<file path="src/rtl/suspend_ack_ctrl.sv">
// suspend_ack_ctrl: answers a synchronized suspend request by quiescing the fabric,
// draining it to idle (or timing out), acknowledging, and settling again on wake.
module suspend_ack_ctrl #(
    parameter int SYNC_STAGES = 2,
    parameter int IDLE_CYCLES = 16,
    parameter int TIMEOUT     = 1024,
    parameter int WAKE_CYCLES = 8
) (
    input  logic       CLK,
    input  logic       RST_N,
    input  logic       SREQ,
    input  logic       BUSY,
    output logic       SACK,
    output logic       QUIESCE,
    output logic       SUSPENDED,
    output logic       TIMEOUT_FLAG,
    output logic [1:0] STATE
);
    localparam int TW = $clog2(TIMEOUT);
    localparam int IW = IDLE_CYCLES > 1 ? $clog2(IDLE_CYCLES) : 1;
    localparam int WW = WAKE_CYCLES > 1 ? $clog2(WAKE_CYCLES) : 1;
    localparam logic [TW-1:0] TMO_MAX  = TW'(TIMEOUT - 1);
    localparam logic [IW-1:0] IDLE_MAX = IW'(IDLE_CYCLES - 1);
    localparam logic [WW-1:0] WAKE_MAX = WW'(WAKE_CYCLES - 1);

    typedef enum logic [1:0] {RUN, DRAIN, ACK, WAKE} state_t;

    state_t                 state, state_n;
    logic [SYNC_STAGES-1:0] sync;
    logic [IW-1:0]          idle_cnt;
    logic [TW-1:0]          tmo_cnt;
    logic [WW-1:0]          wake_cnt;
    logic                   sreq_s, idle_hit, tmo_hit;

    assign sreq_s   = sync[SYNC_STAGES-1];
    assign idle_hit = !BUSY && idle_cnt == IDLE_MAX;
    assign tmo_hit  = tmo_cnt == TMO_MAX;

    always_ff @(posedge CLK) begin
        if (!RST_N) sync <= '0;
        else        sync <= {sync[SYNC_STAGES-2:0], SREQ};
    end

    always_ff @(posedge CLK) begin
        if (!RST_N) state <= RUN;
        else        state <= state_n;
    end

    // Withdrawal beats everything in DRAIN; idle beats timeout on a tie.
    always_comb begin
        state_n = state;
        case (state)
            RUN:   state_n = sreq_s ? DRAIN : RUN;
            DRAIN: state_n = !sreq_s ? RUN : (idle_hit || tmo_hit) ? ACK : DRAIN;
            ACK:   state_n = sreq_s ? ACK : WAKE;
            WAKE:  state_n = sreq_s ? DRAIN : wake_cnt == WAKE_MAX ? RUN : WAKE;
            default: state_n = RUN;
        endcase
    end

    always_ff @(posedge CLK) begin
        if (!RST_N) begin
            idle_cnt     <= '0;
            tmo_cnt      <= '0;
            wake_cnt     <= '0;
            TIMEOUT_FLAG <= 1'b0;
        end else begin
            if (state != DRAIN && state_n == DRAIN) begin
                idle_cnt     <= '0;
                tmo_cnt      <= '0;
                TIMEOUT_FLAG <= 1'b0;
            end else if (state == DRAIN) begin
                tmo_cnt  <= tmo_hit ? tmo_cnt : tmo_cnt + 1'b1;
                idle_cnt <= BUSY ? '0 : idle_cnt == IDLE_MAX ? idle_cnt : idle_cnt + 1'b1;
                if (state_n == ACK) TIMEOUT_FLAG <= !idle_hit;
            end
            wake_cnt <= state != WAKE ? '0 : wake_cnt == WAKE_MAX ? wake_cnt : wake_cnt + 1'b1;
        end
    end

    always_comb begin
        SACK      = state == ACK;
        SUSPENDED = state == ACK;
        QUIESCE   = state != RUN;
        STATE     = state;
    end
endmodule

</file>
<file path="config.mk">
export PLATFORM = sky130hd
export DESIGN_NAME = suspend_ack_ctrl
export DESIGN_NICKNAME = d
export VERILOG_FILES = /design/src/rtl/suspend_ack_ctrl.sv
export SDC_FILE = /design/constraint.sdc
export NUM_CORES = 1
export LEC_CHECK = 0
export ABC_AREA = 1
export BUFFER_PORTS_ARGS = -buffer_cell sky130_fd_sc_hd__buf_4
export CAP_MARGIN = 30
export CORE_MARGIN = 10
export CORE_UTILIZATION = 45
export DETAILED_ROUTE_END_ITERATION = 10
export GPL_ROUTABILITY_DRIVEN = 0
export PLACE_DENSITY = 0.66
export SLEW_MARGIN = 40
export SYNTH_ARGS = -nofsm -noshare
export SYNTH_HDL_FRONTEND = slang
export SYNTH_SLANG_ARGS = --single-unit
export TNS_END_PERCENT = 1
</file>
<file path="constraint.sdc">
create_clock -name CLK -period 3.73 [get_ports CLK]
set_clock_uncertainty 0.2 [all_clocks]
set_input_delay 0.373 -clock CLK [delete_from_list [all_inputs] [get_ports CLK]]
set_output_delay 0.373 -clock CLK [all_outputs]
set_load 0.02 [all_outputs]
</file>
==> run_results.csv <==
group,metric,value,unit
finish,layout_commonest_cell,"nand2_1",
detailed_routing,via_count,952,
clocking,post_cts_buffers,0,
power_and_ir_drop,p_switching,0.0000881,W
setup_path,crit_path_end_kind,"output port",
grt,busiest_layer,"met2",
grt,antenna_found_initial,0,
setup_path,r2r_setup_slack,2.00,ns
power_and_ir_drop,comb_power_share,5.3,%
timing,relSlewSlack,71.8,%
grt,use_met2,15.3,%
clocking,cts_hold_buf,0,
power_and_ir_drop,switching_share,22.5,%
detailed_routing,finalWirelength,2080,um
power_and_ir_drop,powerDensity,317,nW/um^2
die,core_area,2280,sq um
logic_synthesis,synth_fp_nets,168,
power_and_ir_drop,leakagePower,0.549,nW
clocking,path_clk_slew,0.12,ns
power_and_ir_drop,intPower,0.000304,W
die,ioPinCount,10,
clocking,cts-root-buf,"clkbuf_4",
timing,setup_viol,0,
clocking,cts_tree,"yes",
setup_path,critPathArrivalTime,1.24,ns
clocking,htree_levels,1,
min_path,min_from,"SREQ",
finish,syn_to_final_growth,11.4,%
power_and_ir_drop,seqPwrFrac,61.1,%
logic_synthesis,synth_top_area_cell,"dfxtp_1",
timing,grt_setup_unrepaired,"false",
min_path,min_to,"sync[0]",
finish,num-fill-cells,216,
grt,grt_pass1_wl,3600,um
setup_path,timing.rr.start,"tmo_cnt[0]",
grt,grt_pass1_vias,862,
finish,layout_common_cells,"nand2_1 (49), dfxtp_1 (22), inv_1 (19)",
placement,io_buffers,9,
timing,tightest_slew,0.422,ns
timing,timing.final.max_slew_violations,0,
min_path,min_delay_path_depth,3,
setup_path,r2r_end,"tmo_cnt[5]",
detailed_routing,drt_iter0_drc,65,
detailed_routing,firstDrtPassIters,4,
detailed_routing,final_antenna_net_count,0,
power_and_ir_drop,fin_total_pwr,0.000392,W
timing,post-route-min-period,1.81,ns
logic_synthesis,syn_avg_cell_area,6.93,sq um
logic_synthesis,synth_top_cell_area_share,39.7,%
setup_path,cp_max_fo,7,
power_and_ir_drop,pwr-share-clk,33.7,%
grt,grt_start_max_net_pins,13,
finish,antenna_cells,0,
setup_path,path_class,"reg2out",
timing,setup_tns,0,ns
logic_synthesis,ys_seq_elements,22,
finish,multi_input_area,569,sq um
timing,fmax,552,MHz
die,die_y,69.6,um
die,start_util,48.7,%
setup_path,r2r.worst_path.cells,8,
logic_synthesis,netlist_instances,160,
timing,fin_ws,1.92,ns
grt,use_met3,3.57,%
outcome,outcome,"finished, final reports clean",
grt,grt_usage,8.58,%
grt,gr-total-overflow,0,
finish,seq_area,440,sq um
detailed_routing,viasPerCell,4.78,
power_and_ir_drop,vdd_drop_max,0.311,mV
placement,dpl.cell_count,195,
clocking,clock_path_buffers,2,
detailed_routing,drcViolationCount,0,
finish,finish.net_count,180,
setup_path,startpoint_type,"flop",
clocking,cts_resized,0,
clocking,clk_latency,0.31,ns
timing,fin_crit_sh,48.5,%
clocking,cts_buffers,3,
die,fp.dieArea,4850,sq um
setup_path,required,3.16,ns
finish,final_cells,199,
die,die_x,69.6,um
clocking,cts.sinks,22,
logic_synthesis,synthTopCellsByArea,"dfxtp_1 (40%), nand2_1 (17%), a21oi_1 (6.8%)",
logic_synthesis,yosys_warnings,0,
grt,grtUsageMet1,9.10,%
logic_synthesis,synth_area,1110,sq um
placement,post-place-ws,2.03,ns
logic_synthesis,seq_area_frac_synth,39.7,%
finish,layout-drive-gt1-share,11.7,%
timing,hold_violations,0,
job,max_cap_viol_count,0,
placement,dp_hpwl,1610,um
logic_synthesis,ys_types,21,
detailed_routing,wl_per_cell,10.4,um
min_path,min_path_type,"in2reg",
die,rows,17,
## synth_stat cells (all sizes together)
master and count:
inv 23, a31oi 1, xor2 8, a21oi 15, nor2 16, ha 4, dfxtp 22, and3 1
o211ai 1, xnor2 1, buf 2, or2 1, nand3 11, nand4 3, nand2 50, o21ai 1
## final cells by class
class	instances	share of cell area, %
Multi-Input combinational cell	113	46.1
Sequential cell	22	35.7
Inverter	23	6.99
Timing Repair Buffer	9	5.47
Clock buffer	4	2.94
Tap cell	28	2.84
## how the worst max path moves through the flow
stage	from	end	slack [ns]	depth (start not counted)
global placement	tmo_cnt[0]	tmo_cnt[9]	2.09	8
finish	STATE[1]	SUSPENDED	1.92	3
global route	STATE[1]	SUSPENDED	1.81	3
detailed placement	tmo_cnt[0]	tmo_cnt[9]	2.03	8
CTS	STATE[1]	SUSPENDED	1.91	3
floorplan	STATE[1]	SUSPENDED	2.10	3
## layer usage
layer / part of all wire, % / vias to the layer above
met1: 47 / 422
met4: 0.48 / 0
li1: - / 521
met5: 0 / -
met2: 49 / 7
met3: 3.7 / 2
## worst max-delay path, stage by stage, from the launching register on
cell and delay (ns):
dfxtp_1 0.49, nand2_1 0.15, inv_1 0.13, buf_4 0.16
## power groups by stage
stage | registers [W] | logic, W | clock network, W
floorplan | 0.000245 | 0.0000129 | 0
global placement | 0.000245 | 0.0000205 | 0
detailed placement | 0.000245 | 0.0000209 | 0
CTS | 0.000240 | 0.0000209 | 0.000137
global route | 0.000240 | 0.0000234 | 0.000147
finish | 0.000240 | 0.0000206 | 0.000132
## metrics by stage
| step | instance area [sq um] | hold WS, ns | util [%] |
|---|---|---|---|
| 2_1_floorplan | 1110 | 0.190 | - |
| 5_1_grt | 1230 | 0.0389 | 54.3 |
| 3_3_place_gp | 1200 | 0.195 | 52.7 |
| 4_1_cts | 1230 | 0.0280 | 54.3 |
| 3_5_place_dp | 1200 | 0.205 | 52.7 |
| 6_report | 1230 | 0.0313 | 54.3 |
## logic make-up after synthesis
group                    Yosys count  share of synthesized area [%]
XOR/XNOR                           9                           7.11
AND/OR/NAND/NOR                   82                           31.3
adder cells (fa/ha/maj)            4                           4.51
flip-flops                        22                           39.7
buffers and inverters             25                           8.92
AO/OA/AOI/OAI                     18                           8.47
## flip-flops by register name (all words and copies together) (netlist names)
signal,flops
STATE,2
sync,2
idle_cnt,4
tmo_cnt,10
TIMEOUT_FLAG,1
wake_cnt,3
(Power assumes the default switching activity.)
